## src/rtl/alu_pkg.sv

```systemverilog
// Shared ALU stage types: operand widths, opcode encoding and the tagged result record.
// Pure declarations, no logic.
package alu_pkg;

    localparam int RESULT_W = 4;
    localparam int OPCODE_W = 2;

    typedef enum logic [OPCODE_W-1:0] {
        OP_ADD = 2'd0,
        OP_SUB = 2'd1,
        OP_MUL = 2'd2,
        OP_AND = 2'd3
    } alu_op_e;

    typedef struct packed {
        logic [OPCODE_W-1:0] opcode;
        logic [RESULT_W-1:0] result;
        logic                zero;
        logic                msb;
    } alu_result_t;

endpackage

```

## src/rtl/alu_flag_gen.sv

```systemverilog
// Status flag generator: zero and sign/msb flags of an ALU result.
// Latency: purely combinational, zero cycles.
// Backpressure: none, no handshake.
module alu_flag_gen #(
    parameter int W = 4
) (
    input  logic [W-1:0] result,
    output logic         zero,
    output logic         msb
);

    assign zero = (result == '0);
    assign msb  = result[W-1];

endmodule

```

## src/rtl/alu_result_buffer.sv

```systemverilog
// Result FIFO between the ALU units and the readout stage; tags entries with zero/msb flags.
// Latency: push into an empty buffer is visible at the head one cycle later.
// Backpressure: in_ready comes only from registered occupancy, so a full buffer stalls even while popping.
module alu_result_buffer
    import alu_pkg::*;
#(
    parameter int DEPTH = 4,
    parameter int CNT_W = 8
) (
    input  logic                      clk,
    input  logic                      rst,
    input  logic                      in_valid,
    output logic                      in_ready,
    input  logic [RESULT_W-1:0]       in_result,
    input  logic [OPCODE_W-1:0]       in_opcode,
    output logic                      out_valid,
    input  logic                      out_ready,
    output logic [RESULT_W-1:0]       out_result,
    output logic [OPCODE_W-1:0]       out_opcode,
    output logic                      out_zero,
    output logic                      out_msb,
    output logic [$clog2(DEPTH):0]    count,
    output logic [CNT_W-1:0]          accepted
);

    localparam int PTR_W = $clog2(DEPTH);
    localparam logic [PTR_W:0] FULL = (PTR_W+1)'(DEPTH);

    alu_result_t      mem [DEPTH];
    alu_result_t      head;
    logic [PTR_W-1:0] rd_ptr;
    logic [PTR_W-1:0] wr_ptr;
    logic             push;
    logic             pop;
    logic             in_zero;
    logic             in_msb;

    alu_flag_gen #(.W(RESULT_W)) u_flag_gen (
        .result (in_result),
        .zero   (in_zero),
        .msb    (in_msb)
    );

    assign in_ready  = (count < FULL);
    assign out_valid = (count != '0);
    assign push      = in_valid & in_ready;
    assign pop       = out_valid & out_ready;

    // Storage needs no reset: entries past count are never presented.
    always_ff @(posedge clk) begin
        if (push) begin
            mem[wr_ptr] <= '{opcode: in_opcode, result: in_result,
                             zero: in_zero, msb: in_msb};
        end
    end

    always_ff @(posedge clk) begin
        if (rst) begin
            rd_ptr   <= '0;
            wr_ptr   <= '0;
            count    <= '0;
            accepted <= '0;
        end else begin
            if (push) begin
                wr_ptr <= wr_ptr + PTR_W'(1);
                if (accepted != '1) begin
                    accepted <= accepted + CNT_W'(1);
                end
            end
            if (pop) begin
                rd_ptr <= rd_ptr + PTR_W'(1);
            end
            case ({push, pop})
                2'b10:   count <= count + (PTR_W+1)'(1);
                2'b01:   count <= count - (PTR_W+1)'(1);
                default: count <= count;
            endcase
        end
    end

    always_comb begin
        head = '0;
        if (out_valid) begin
            head = mem[rd_ptr];
        end
    end

    assign out_result = head.result;
    assign out_opcode = head.opcode;
    assign out_zero   = head.zero;
    assign out_msb    = head.msb;

endmodule
```

## config.mk

```make
export PLATFORM = sky130hd
export DESIGN_NAME = alu_result_buffer
export DESIGN_NICKNAME = d
export VERILOG_FILES = /design/src/rtl/alu_pkg.sv /design/src/rtl/alu_flag_gen.sv /design/src/rtl/alu_result_buffer.sv
export SDC_FILE = /design/constraint.sdc
export NUM_CORES = 1
export LEC_CHECK = 0
export CAP_MARGIN = 10
export CORE_UTILIZATION = 50
export DETAILED_ROUTE_END_ITERATION = 8
export GPL_TIMING_DRIVEN = 0
export PLACE_DENSITY = 0.81
export SYNTH_ARGS = -nofsm -noshare
export SYNTH_HDL_FRONTEND = slang
export SYNTH_SLANG_ARGS = --single-unit
```

## constraint.sdc

```tcl
create_clock -name clk -period 6.5 [get_ports clk]
set_clock_uncertainty 0.15 [all_clocks]
set_input_delay 0.65 -clock clk [delete_from_list [all_inputs] [get_ports clk]]
set_output_delay 0.65 -clock clk [all_outputs]
set_load 0.01 [all_outputs]
```

==> results.yml, run 1 <==
clocking:
  cts_resized: 0
  clk_path_buf_depth: 2
  insertion_delay_ps: 300
  clock-sinks: 45
  htreeDepth: 2
  root_buffer: "clkbuf_8"
  postCtsHoldBufs: 0
  cts_tree: "built"
  clkTransAtPathRegs_ps: 80
  cts_setup_buffers: 0
  numCtsBuffers: 5
worst_setup_path:
  timing.rr.start: "count[2]$_SDFFE_PP0P_"
  slowest_stage: "clkdlybuf4s50_1"
  critPathMaxFanout: 7
  crit_family: "buffers and inverters"
  path_buf_inv: 3
  r2r_cells: 9
  worstPathArrival_ps: 2130
  cpPeakStageDelay_ps: 460
  cp_num_cells: 5
  rr_endpoint: "count[2]$_SDFFE_PP0P_"
  worstSetupStartpointType: "flop"
  end_kind: "output pin"
  crit_type: "flop to output pin"
  timing.critical_path.to: "out_result[3]"
  path_cells: "clkbuf_1, mux4_2, nor2b_1, buf_4, clkdlybuf4s50_1"
  r2r_slack_ps: 4290
  worstPathRequired_ps: 5700
sta:
  finalSetupViolations: 0
  fmax_mhz: 341.6
  worst-slew-pin-transition_ps: 599.4
  rsz0062_at_grt: "false"
  slew_violations: 0
  relSlewSlack: 0.5967
  fin_setup_tns_ps: 0
  period_minus_slack_ps: 2927
  hold_ws_ps: 376.0
  hold_viol: 0
  finalCritPeriodShare: 0.4504
yosys:
  yosysWarningCount: 0
  synth.most_common_cell: "edfxtp_1"
  synthTopCellsByArea: "edfxtp_1 (43%), dfxtp_1 (17%), mux4_2 (8.0%), ha_1 (3.8%), nor2b_1 (3.2%)"
  netlist_instances: 144
  synth_ff_type: "edfxtp_1"
  synth_edf_count: 28
  syn-cell-area_um2: 1974
  yosysTopAreaCell: "edfxtp_1"
  yosysSeqAreaShare: 0.5982
  synthDistinctLibCells: 40
  syn_area_per_cell_um2: 13.71
  async_reset_ff_frac: 0
  synth_commonest_cells: "edfxtp_1 (28), dfxtp_1 (17), nor2b_1 (10)"
  synth_nets: 161
  ys_ff_latch: 45
  yosysTopAreaCellShare: 0.4259
route:
  vias_per_cell: 5.563
  drtPass1Iterations: 4
  vias: 1274
  wl_per_cell_um: 16.50
  drc: 0
  drt-total-wl_um: 3778
  ant_nets: 0
  drt_iter0_drc: 76
die:
  die_width_um: 64.84
  start_util: 0.5313
  dieHeight_um: 64.84
  rows: 22
  core_area_um2: 3716
  io_pins: 31
  dieArea_um2: 4204
power:
  vdd_ir_drop_max_mv: 0.1461
  powerDensity_nw_per_um2: 370.7
  p_seq_frac: 0.418
  switchingPower_w: 0.0002713
  swShare: 0.3031
  power.leakage_nw: 0.8518
  intPower_w: 0.0006239
  power_frac_comb: 0.386
  total_power_w: 0.0008952
  clkPwrFrac: 0.195
final_layout:
  drive_gt1_frac: 0.1271
  area_delta_synth_final_pct: 22.31
  multi_input_area_um2: 710.7
  stdcell_count: 229
  fin_area_um2: 2415
  fillers: 277
  seqCellArea_um2: 1181
  layout.nets: 197
  antennaDiodeCount: 0
placed_design:
  gp_congestion: 0.7862
  io_buffers: 29
  dp.final_hpwl_um: 2638
  dpl_cell_area_um2: 2325
  numPlacedInstances: 221
status:
  status: "completed"
job:
  maxCapViolations: 0
grt:
  grt_pass1_vias: 1315
  gr-total-overflow: 0
  antenna_found_initial: 0
  grt_first_pass_wirelength_um: 6147
  grt_use_total: 0.2050
  grt_max_degree: 14
min_path:
  hp-class: "flop to flop"
==> cell type report <==
type / instances / share of cell area
Timing Repair Buffer: 29 / 0.1202
Tap cell: 48 / 0.02487
Sequential cell: 45 / 0.4891
Buffer: 7 / 0.02021
Multi-Input combinational cell: 83 / 0.2943
Clock buffer: 8 / 0.03731
Inverter: 9 / 0.01399
==> tightest hold or removal path, delay by kind of cell (launching register included) <==
family	cells	cell delay [ps]
flops	1	350
simple gates	1	70
compound gates	1	60
==> through the flow <==
stage          worst slack [ps]    util
4_1_cts                    3531  0.6498
3_5_place_dp               3554  0.6256
2_1_floorplan              4168       -
6_report                   3573  0.6498
5_1_grt                    3464  0.6498
3_3_place_gp               3590  0.6256
==> layer usage <==
metal	part of all wire	global-route usage
met4	0.017	0.08333
met1	0.42	0.2345
met2	0.51	0.3607
met5	0	0
met3	0.043	0.05282
==> state kept, by name, indices dropped and copies added (netlist names), named ones only <==
signal    count
mem          28
wr_ptr        2
count         3
rd_ptr        2
accepted      8
==> worst min-delay path by stage <==
stage / startpoint / endpoint / slack, ps / cells past startpoint
6_report: wr_ptr[1]$_SDFFE_PP0P_ / wr_ptr[1]$_SDFFE_PP0P_ / 380 / 2
3_5_place_dp: wr_ptr[1]$_SDFFE_PP0P_ / wr_ptr[1]$_SDFFE_PP0P_ / 360 / 2
4_1_cts: wr_ptr[1]$_SDFFE_PP0P_ / wr_ptr[1]$_SDFFE_PP0P_ / 380 / 2
5_1_grt: wr_ptr[1]$_SDFFE_PP0P_ / wr_ptr[1]$_SDFFE_PP0P_ / 420 / 2
3_3_place_gp: wr_ptr[1]$_SDFFE_PP0P_ / wr_ptr[1]$_SDFFE_PP0P_ / 330 / 2
2_1_floorplan: wr_ptr[1]$_SDFFE_PP0P_ / wr_ptr[1]$_SDFFE_PP0P_ / 320 / 2
==> cells by family after synthesis <==
| logic type | Yosys count | synth area share |
|---|---|---|
| AO/OA/AOI/OAI | 20 | 0.06844 |
| XOR/XNOR | 5 | 0.02218 |
| adder cells (fa/ha/maj) | 7 | 0.04816 |
| buffers and inverters | 16 | 0.04182 |
| flip-flops | 45 | 0.5982 |
| multiplexers | 9 | 0.09062 |
| AND/OR/NAND/NOR | 42 | 0.1306 |
==> layout by cell type (no fill, tap or decap), drive strengths merged, types with 2 or more instances in the layout <==
cell           count
inv                9
a211oi             3
xor2               4
nand2              3
a31oi              2
ha                 6
mux4               7
dfxtp             17
nand2b             2
nor2               9
and3               2
nor2b             11
clkdlybuf4s50     29
buf                4
and2               5
a21oi              8
clkbuf            11
edfxtp            28
nor3               3
nand4b             2
==> power by group through the flow <==
stage / Clock (W) / Combinational, W / Sequential, W
after floorplan: 0 / 0.000204 / 0.000379
after global placement: 0 / 0.000338 / 0.000377
after detailed placement: 0 / 0.000349 / 0.000381
after CTS: 0.000178 / 0.000350 / 0.000375
after global routing: 0.000188 / 0.000378 / 0.000380
final: 0.000175 / 0.000346 / 0.000374
Note: power is estimated with default switching activity, not from simulation.
==> run 2: changes to the inputs <==
--- a/config.mk
+++ b/config.mk
@@ -6,10 +6,10 @@
 export NUM_CORES = 1
 export LEC_CHECK = 0
 export CAP_MARGIN = 10
-export CORE_UTILIZATION = 50
+export CORE_UTILIZATION = 47
 export DETAILED_ROUTE_END_ITERATION = 8
 export GPL_TIMING_DRIVEN = 0
-export PLACE_DENSITY = 0.81
+export PLACE_DENSITY = 0.8
 export SYNTH_ARGS = -nofsm -noshare
 export SYNTH_HDL_FRONTEND = slang
 export SYNTH_SLANG_ARGS = --single-unit
==> constraint.sdc (replaced) <==
create_clock -name clk -period 2.61 [get_ports clk]
set_clock_uncertainty 0.15 [all_clocks]
set_input_delay 0.261 -clock clk [delete_from_list [all_inputs] [get_ports clk]]
set_output_delay 0.261 -clock clk [all_outputs]
set_load 0.01 [all_outputs]
==> run 2 against run 1 <==
Compared with the run above:
- cell count rose by 0.87%
- global-route usage shrank 2.7 points
- hold slack worse by 140 ps
- critical path depth unchanged
- sequential cell count unchanged
- first-iteration DRC count down 29%
==> results.yml, run 2 (synthesized netlist as in run 1, its figures left out) <==
route:
  vias_per_cell: 5.442
  drt-total-wl_um: 3454
  drt_iter0_drc: 54
  maxUsedRoutingLayer: "met4"
  vias: 1257
  drtPass1Iterations: 4
  drc: 0
  wl_per_cell_um: 14.95
  route.met3.wl_um: 175
  wl_met1_um: 1494
  ant_nets: 0
  met2_length_um: 1724
worst_setup_path:
  crit_type: "flop to output pin"
  worstPathArrival_ps: 2090
  critPathMaxFanout: 7
  worstSetupStartpointType: "flop"
  end_kind: "output pin"
  worstPathRequired_ps: 2200
sta:
  hold_ws_ps: 233.0
  slew_violations: 0
  rsz0062_at_grt: "false"
  finalSetupViolations: 0
  worst-slew-pin-transition_ps: 586.8
  hold_viol: 0
  fmax_mhz: 400.3
  relSlewSlack: 0.6052
  worst_slack_ps: 111.9
  finalCritPeriodShare: 0.9571
  period_minus_slack_ps: 2498
  fin_setup_tns_ps: 0
clocking:
  insertion_delay_ps: 300
  clkTransAtPathRegs_ps: 80
  root_buffer: "clkbuf_8"
  cts_setup_buffers: 0
  numCtsBuffers: 5
  cts_resized: 0
  htreeDepth: 2
  clock-sinks: 45
  clk_path_buf_depth: 2
  cts_tree: "built"
  postCtsHoldBufs: 0
die:
  die_width_um: 66.82
  core_area_um2: 4029
  dieHeight_um: 66.82
  io_pins: 31
  rows: 23
  start_util: 0.4901
  dieArea_um2: 4464
grt:
  grt_use_total: 0.1777
  grt_first_pass_wirelength_um: 5644
  gr-total-overflow: 0
  antenna_found_initial: 0
  grt_pass1_vias: 1247
  grt_max_degree: 15
power:
  power.leakage_nw: 0.8503
  powerDensity_nw_per_um2: 913.8
  vdd_ir_drop_max_mv: 0.3556
  total_power_w: 0.002205
final_layout:
  drive_gt1_frac: 0.1381
  largest_reg_flops: 28
  fin_util: 0.5991
  reg_top3: "mem: 28 flops, accepted: 8 flops, count: 3 flops"
  layout_commonest_cell: "clkdlybuf4s50_1"
  area_delta_synth_final_pct: 22.24
  antennaDiodeCount: 0
  layout.nets: 197
  final_cell_mix: "clkdlybuf4s50_1 (29), edfxtp_1 (28), dfxtp_1 (17), nor2b_1 (10)"
  top_register: "mem"
placed_design:
  io_buffers: 29
  dp.final_hpwl_um: 2410
  gp_congestion: 0.7890
  dp_slack_ps: 61.96
job:
  maxCapViolations: 0
min_path:
  hp-class: "input pin to flop"
status:
  status: "completed"
[run 2: area by class of cell]
| type | count | area [um^2] |
|---|---|---|
| fillers | 307 | 1615 |
| flip-flops and latches | 45 | 1181 |
| multi-input cells | 83 | 710.7 |
| repair buffers | 29 | 290.3 |
| clock buffers | 5 | 68.82 |
| well taps | 50 | 62.56 |
| plain buffers | 7 | 48.80 |
| inverters | 9 | 33.78 |
| clock inverters | 3 | 17.52 |
[run 2: worst max-delay path: stages (launching register included)]
cell and delay (ps):
dfxtp_1 310, clkbuf_1 330, mux4_2 360, nor2b_1 160, buf_4 160, clkdlybuf4s50_1 460
[run 2: worst paths after layout]
kind / start / to / slack [ps] / cells after the start
worst max-delay path: flop / out_result[3] / 110 / 5
worst min-delay path: rst / accepted[4]$_SDFFE_PP0P_ / 230 / 2
worst max register to register: count[2]$_SDFFE_PP0P_ / count[2]$_SDFFE_PP0P_ / 350 / 9
worst min register to register: wr_ptr[1]$_SDFFE_PP0P_ / wr_ptr[1]$_SDFFE_PP0P_ / 370 / 2
[run 2: per-stage QoR]
step	instances	cell area, um^2
floorplan	144	1974
global placement	223	2327
detailed placement	223	2327
CTS	231	2414
global route	231	2414
finish	231	2414
[run 2: where the power goes]
part           leakage (nW)  switching [W]  internal [W]
Sequential            0.396      0.0000640      0.000863
Clock                0.0439       0.000234      0.000185
Combinational         0.410       0.000387      0.000473
Total                 0.850       0.000685       0.00152
[run 2: metal layers]
metal | GRT usage | vias to the layer above
met3 | 0.05651 | 7
met1 | 0.1947 | 603
met2 | 0.3131 | 50
met4 | 0.07447 | 0
li1 | - | 597
met5 | 0 | -
==> RTL edit 1 (config.mk and constraints of run 1) <==
Set the parameter `DEPTH` to 8 (it was 4).
--- a/src/rtl/alu_result_buffer.sv
+++ b/src/rtl/alu_result_buffer.sv
@@ -5,5 +5,5 @@
     import alu_pkg::*;
 #(
-    parameter int DEPTH = 4,
+    parameter int DEPTH = 8,
     parameter int CNT_W = 8
 ) (
Interface: changed (resized count); port bits go from 31 to 32. The function was not compared with the original's and may differ.
==> RTL edit 1 against run 1 <==
- routed wire length up 54%
- area after synthesis up 63%
- worst setup slack worse by 0.28 ns
- first-iteration DRC count up 45%
- design area up 60%
- power up 60%
- sequential cell count up 32
- critical path type unchanged
- critical endpoint unchanged
- highest routed layer unchanged
==> RTL edit 1: results (changes against run 1) <==
r2r_cells: 12  # +3
wirelength_um: 5833  # +54%
synth_compound_area_share_pct: 4.197  # -2.6 points
yosys-mux-area-fraction_pct: 12.94  # +3.9 points
nWellTaps: 75  # +56%
synthTopCellsByCount: "56 x edfxtp_1, 28 x nor2_1, 21 x dfxtp_1"
area_growth_pct: 20.33
n_all_buffers: 42  # +17%
port_buffers: 31  # +6.9%
vias_per_cell: 5.521  # -0.76%
p_clk_mw: 0.421  # +140%
dp.cells: 316  # +43%
comb.multi_input.count: 117  # +41%
syn_area_per_cell_um2: 15.33  # +12%
status: "finished, final reports clean"
reg_top3: "mem (56), accepted (8), count (4)"
crit_arrival_ns: 2.41  # +0.28 ns
multiInputGateArea_mm2: 0.001031  # +45%
ys_ff_latch: 77  # +71%
synth_nets: 226  # +40%
drive_gt1_share_pct: 18.92  # +6.2 points
synth_fa_ha_area_share_pct: 2.332  # -2.5 points
grt_pass1_vias: 1835  # +40%
nFillCells: 455  # +64%
dp_hpwl_um: 3813  # +45%
synth_area_leaders: "edfxtp_1 52%, dfxtp_1 13%, mux4_2 9.8%"
synthDistinctLibCells: 39  # -2.5%
pre_cts_ws_ns: 3.380  # -0.1736 ns
seqPwrFrac_pct: 41.6  # -0.2 points
internal-power_mw: 1.035  # +66%
fin_nets: 270  # +37%
cts_made_buffers: 9  # +4
grt_pass1_wl_um: 9183  # +49%
clock_latency_ns: 0.34  # +0.04 ns
vias: 1844  # +45%
cp_slowest_cell: "mux4_2"
clock_area_share_pct: 6.137  # +2.4 points
first_iter_violations: 110  # +45%
placedInstanceArea_mm2: 0.003623  # +56%
htree_num_levels: 3  # +1
cp_slowest_stage_delay_ns: 0.51  # +0.05 ns
sh_seq_area_pct: 54.26  # +5.4 points
routabilityCongestion: 0.7510  # -4.5%
grt.total_usage_pct: 19.79  # -0.71 points
synthXorXnorAreaFrac_pct: 3.226  # +1.0 points
RTL edit 1: changes by cell type after synthesis, sizes merged, moves of 3 or more:
cell and delta:
buf +3, nor2 +19, edfxtp +28, mux4 +7, dfxtp +4, nand2 +8, and2 -4, xnor2 +4
nor2b -10, mux2i +8, nand3 +5, a21oi -3
RTL edit 1: per-layer routing:
metal	global-route usage, %	part of all wire (%)	vias to the layer above
li1	-	-	876
met1	24.72	44	914
met2	32.31	51	46
met3	5.934	3.8	8
met4	7.719	1.4	0
met5	0	0	-
RTL edit 1: final timing paths:
path / from / to / slack [ns]
setup / recovery: register / out_result[3] / 3.29
hold / removal: rd_ptr[1] / register / 0.34
setup reg to reg: count[1] / count[2] / 3.66
hold reg to reg: rd_ptr[1] / register / 0.34
RTL edit 1: critical path, delay by kind of cell, from the launching register on:
kind          cells  cell delay [ns]
mux               2             0.65
buf+inv           4             1.04
flops             1             0.31
simple gates      1             0.07
==> RTL edit 2 (flow settings as in run 1) <==
Without the edit above. Register the output `count` once more, with the module's reset; this adds one clock of latency there. The other outputs are not delayed to match.
--- a/src/rtl/alu_result_buffer.sv
+++ b/src/rtl/alu_result_buffer.sv
@@ -27,4 +27,6 @@
     localparam logic [PTR_W:0] FULL = (PTR_W+1)'(DEPTH);
 
+    logic [$clog2(DEPTH):0] count_s0;
+
     alu_result_t      mem [DEPTH];
     alu_result_t      head;
@@ -42,6 +44,6 @@
     );
 
-    assign in_ready  = (count < FULL);
-    assign out_valid = (count != '0);
+    assign in_ready  = (count_s0 < FULL);
+    assign out_valid = (count_s0 != '0);
     assign push      = in_valid & in_ready;
     assign pop       = out_valid & out_ready;
@@ -59,5 +61,5 @@
             rd_ptr   <= '0;
             wr_ptr   <= '0;
-            count    <= '0;
+            count_s0 <= '0;
             accepted <= '0;
         end else begin
@@ -72,7 +74,7 @@
             end
             case ({push, pop})
-                2'b10:   count <= count + (PTR_W+1)'(1);
-                2'b01:   count <= count - (PTR_W+1)'(1);
-                default: count <= count;
+                2'b10:   count_s0 <= count_s0 + (PTR_W+1)'(1);
+                2'b01:   count_s0 <= count_s0 - (PTR_W+1)'(1);
+                default: count_s0 <= count_s0;
             endcase
         end
@@ -91,3 +93,11 @@
     assign out_msb    = head.msb;
 
+    always_ff @(posedge clk) begin
+        if (rst) begin
+            count <= '0;
+        end else begin
+            count <= count_s0;
+        end
+    end
+
 endmodule
Behaviour: not the same (Yosys sat finds a counterexample within 4 cycles, from zero or initial values and one cycle with rst high).
==> RTL edit 2 against run 1 <==
- global-route usage down 0.78 points
- final cell count is 2.2% higher
- design area up 1.9%
- routed wire length fell by 7.3%
- largest power group unchanged
- worst setup slack got worse by 0.016 ns
- count of clock-buffer cells in the layout fell by 3
- sequential share of layout area up 1.5 points
- area after synthesis grew 0.70%
- die area up 0.68%
- sequential cell count grew 3
- sequential power is 5% higher
- critical path type unchanged
- power is 3.9% higher
==> RTL edit 2: results (changes against run 1) <==
status: "finished, final reports clean"
grt_max_degree: 16  # +2
dp_hpwl_um: 2408  # -8.7%
routabilityCongestion: 0.7240  # -7.9%
grt_pass1_wl_um: 5906  # -3.9%
synthDistinctLibCells: 33  # -18%
p_leak_nw: 0.8531  # +0.14%
antenna_found_initial: 0  # unchanged
grt.total_usage_pct: 19.72  # -0.78 points
grt_pass1_vias: 1208  # -8.1%
worst_pin_slew_ns: 0.6085  # +0.009110 ns
nFillCells: 302  # +9.0%
cts_made_buffers: 5  # unchanged
synth_area_leaders: "edfxtp_1 42%, dfxtp_1 20%, mux4_2 7.9%"
vias_per_cell: 5.316  # -4.4%
synth_nets: 165  # +2.5%
antenna_cells: 0  # unchanged
fin_nets: 202  # +2.5%
reg_top3: "mem (28), accepted (8)"
ys_seq_area_share_pct: 62.43  # +2.6 points
first_iter_violations: 49  # -36%
synthTopCellsByCount: "28 x edfxtp_1, 20 x dfxtp_1, 15 x nor2_1"
port_buffers: 30  # +3.4%
cts_root_buf: "clkbuf_8"
ys.warnings.count: 0  # unchanged
routedWlPerCell_um: 14.97  # -9.3%
async_flop_share_pct: 0  # unchanged
clk_pin_slew_worst_paths_ns: 0.09
drive_gt1_share_pct: 12.37  # -0.34 points
irDropWorstVdd_mv: 0.2314  # +58%
syn_area_per_cell_um2: 13.43  # -2.0%
crit_fanout: 7  # unchanged
placedInstanceArea_mm2: 0.002349  # +1.0%
-- RTL edit 2: path summary, 6_finish.rpt --
check,slack [ns],to,from
max reg2reg,4.08,count_s0[2],count_s0[2]
min,0.35,accepted[1],accepted[1]
min reg2reg,0.35,accepted[1],accepted[1]
max,3.56,out_result[3],register
-- RTL edit 2: cell type report --
| cell class | count | area share (%) |
|---|---|---|
| multi-input cells | 83 | 27.06 |
| plain buffers | 8 | 1.933 |
| well taps | 48 | 2.442 |
| clock buffers | 5 | 2.798 |
| flip-flops and latches | 48 | 50.46 |
| repair buffers | 30 | 12.21 |
| clock inverters | 3 | 1.729 |
| inverters | 9 | 1.373 |
-- RTL edit 2: metal layers --
metal,global-route usage (%),vias up,part of all wire (%)
met5,0,-,0
met4,8.696,0,1.9
met3,5.458,9,5.8
met2,32.16,34,49
met1,24.44,602,43
li1,-,599,-
-- RTL edit 2: worst max-delay path, stage by stage (launching register included) --
cell and delay, ns:
dfxtp_1 0.31, buf_2 0.25, mux4_2 0.52, and2_1 0.17
buf_4 0.12, clkdlybuf4s50_1 0.46
-- RTL edit 2: logic make-up after synthesis --
family | count (synthesis) | synth area share [%]
buffers and inverters | 17 | 4.090
multiplexers | 8 | 8.496
adder cells (fa/ha/maj) | 7 | 4.783
XOR/XNOR | 7 | 3.084
AO/OA/AOI/OAI | 15 | 5.286
flip-flops | 48 | 62.43
AND/OR/NAND/NOR | 46 | 11.83
-- RTL edit 2: report_power, final --
part	internal, mW	total (mW)	switching [mW]
Clock	0.113	0.210	0.0964
Combinational	0.179	0.329	0.151
Sequential	0.369	0.391	0.0220
Total	0.661	0.930	0.269
-- RTL edit 2: per-stage QoR --
| step | utilization, % | setup slack (ns) | cells | power (mW) | hold slack, ns |
|---|---|---|---|---|---|
| finish | 65.71 | 3.557 | 234 | 0.9301 | 0.3502 |
| global route | 65.71 | 3.435 | 234 | 0.9896 | 0.3990 |
| CTS | 65.71 | 3.514 | 234 | 0.9413 | 0.3550 |
| detailed placement | 62.73 | 3.570 | 226 | 0.7294 | 0.3400 |
| global placement | 62.73 | 3.615 | 226 | 0.7147 | 0.3274 |
| floorplan | - | 4.103 | 148 | 0.5908 | 0.3192 |
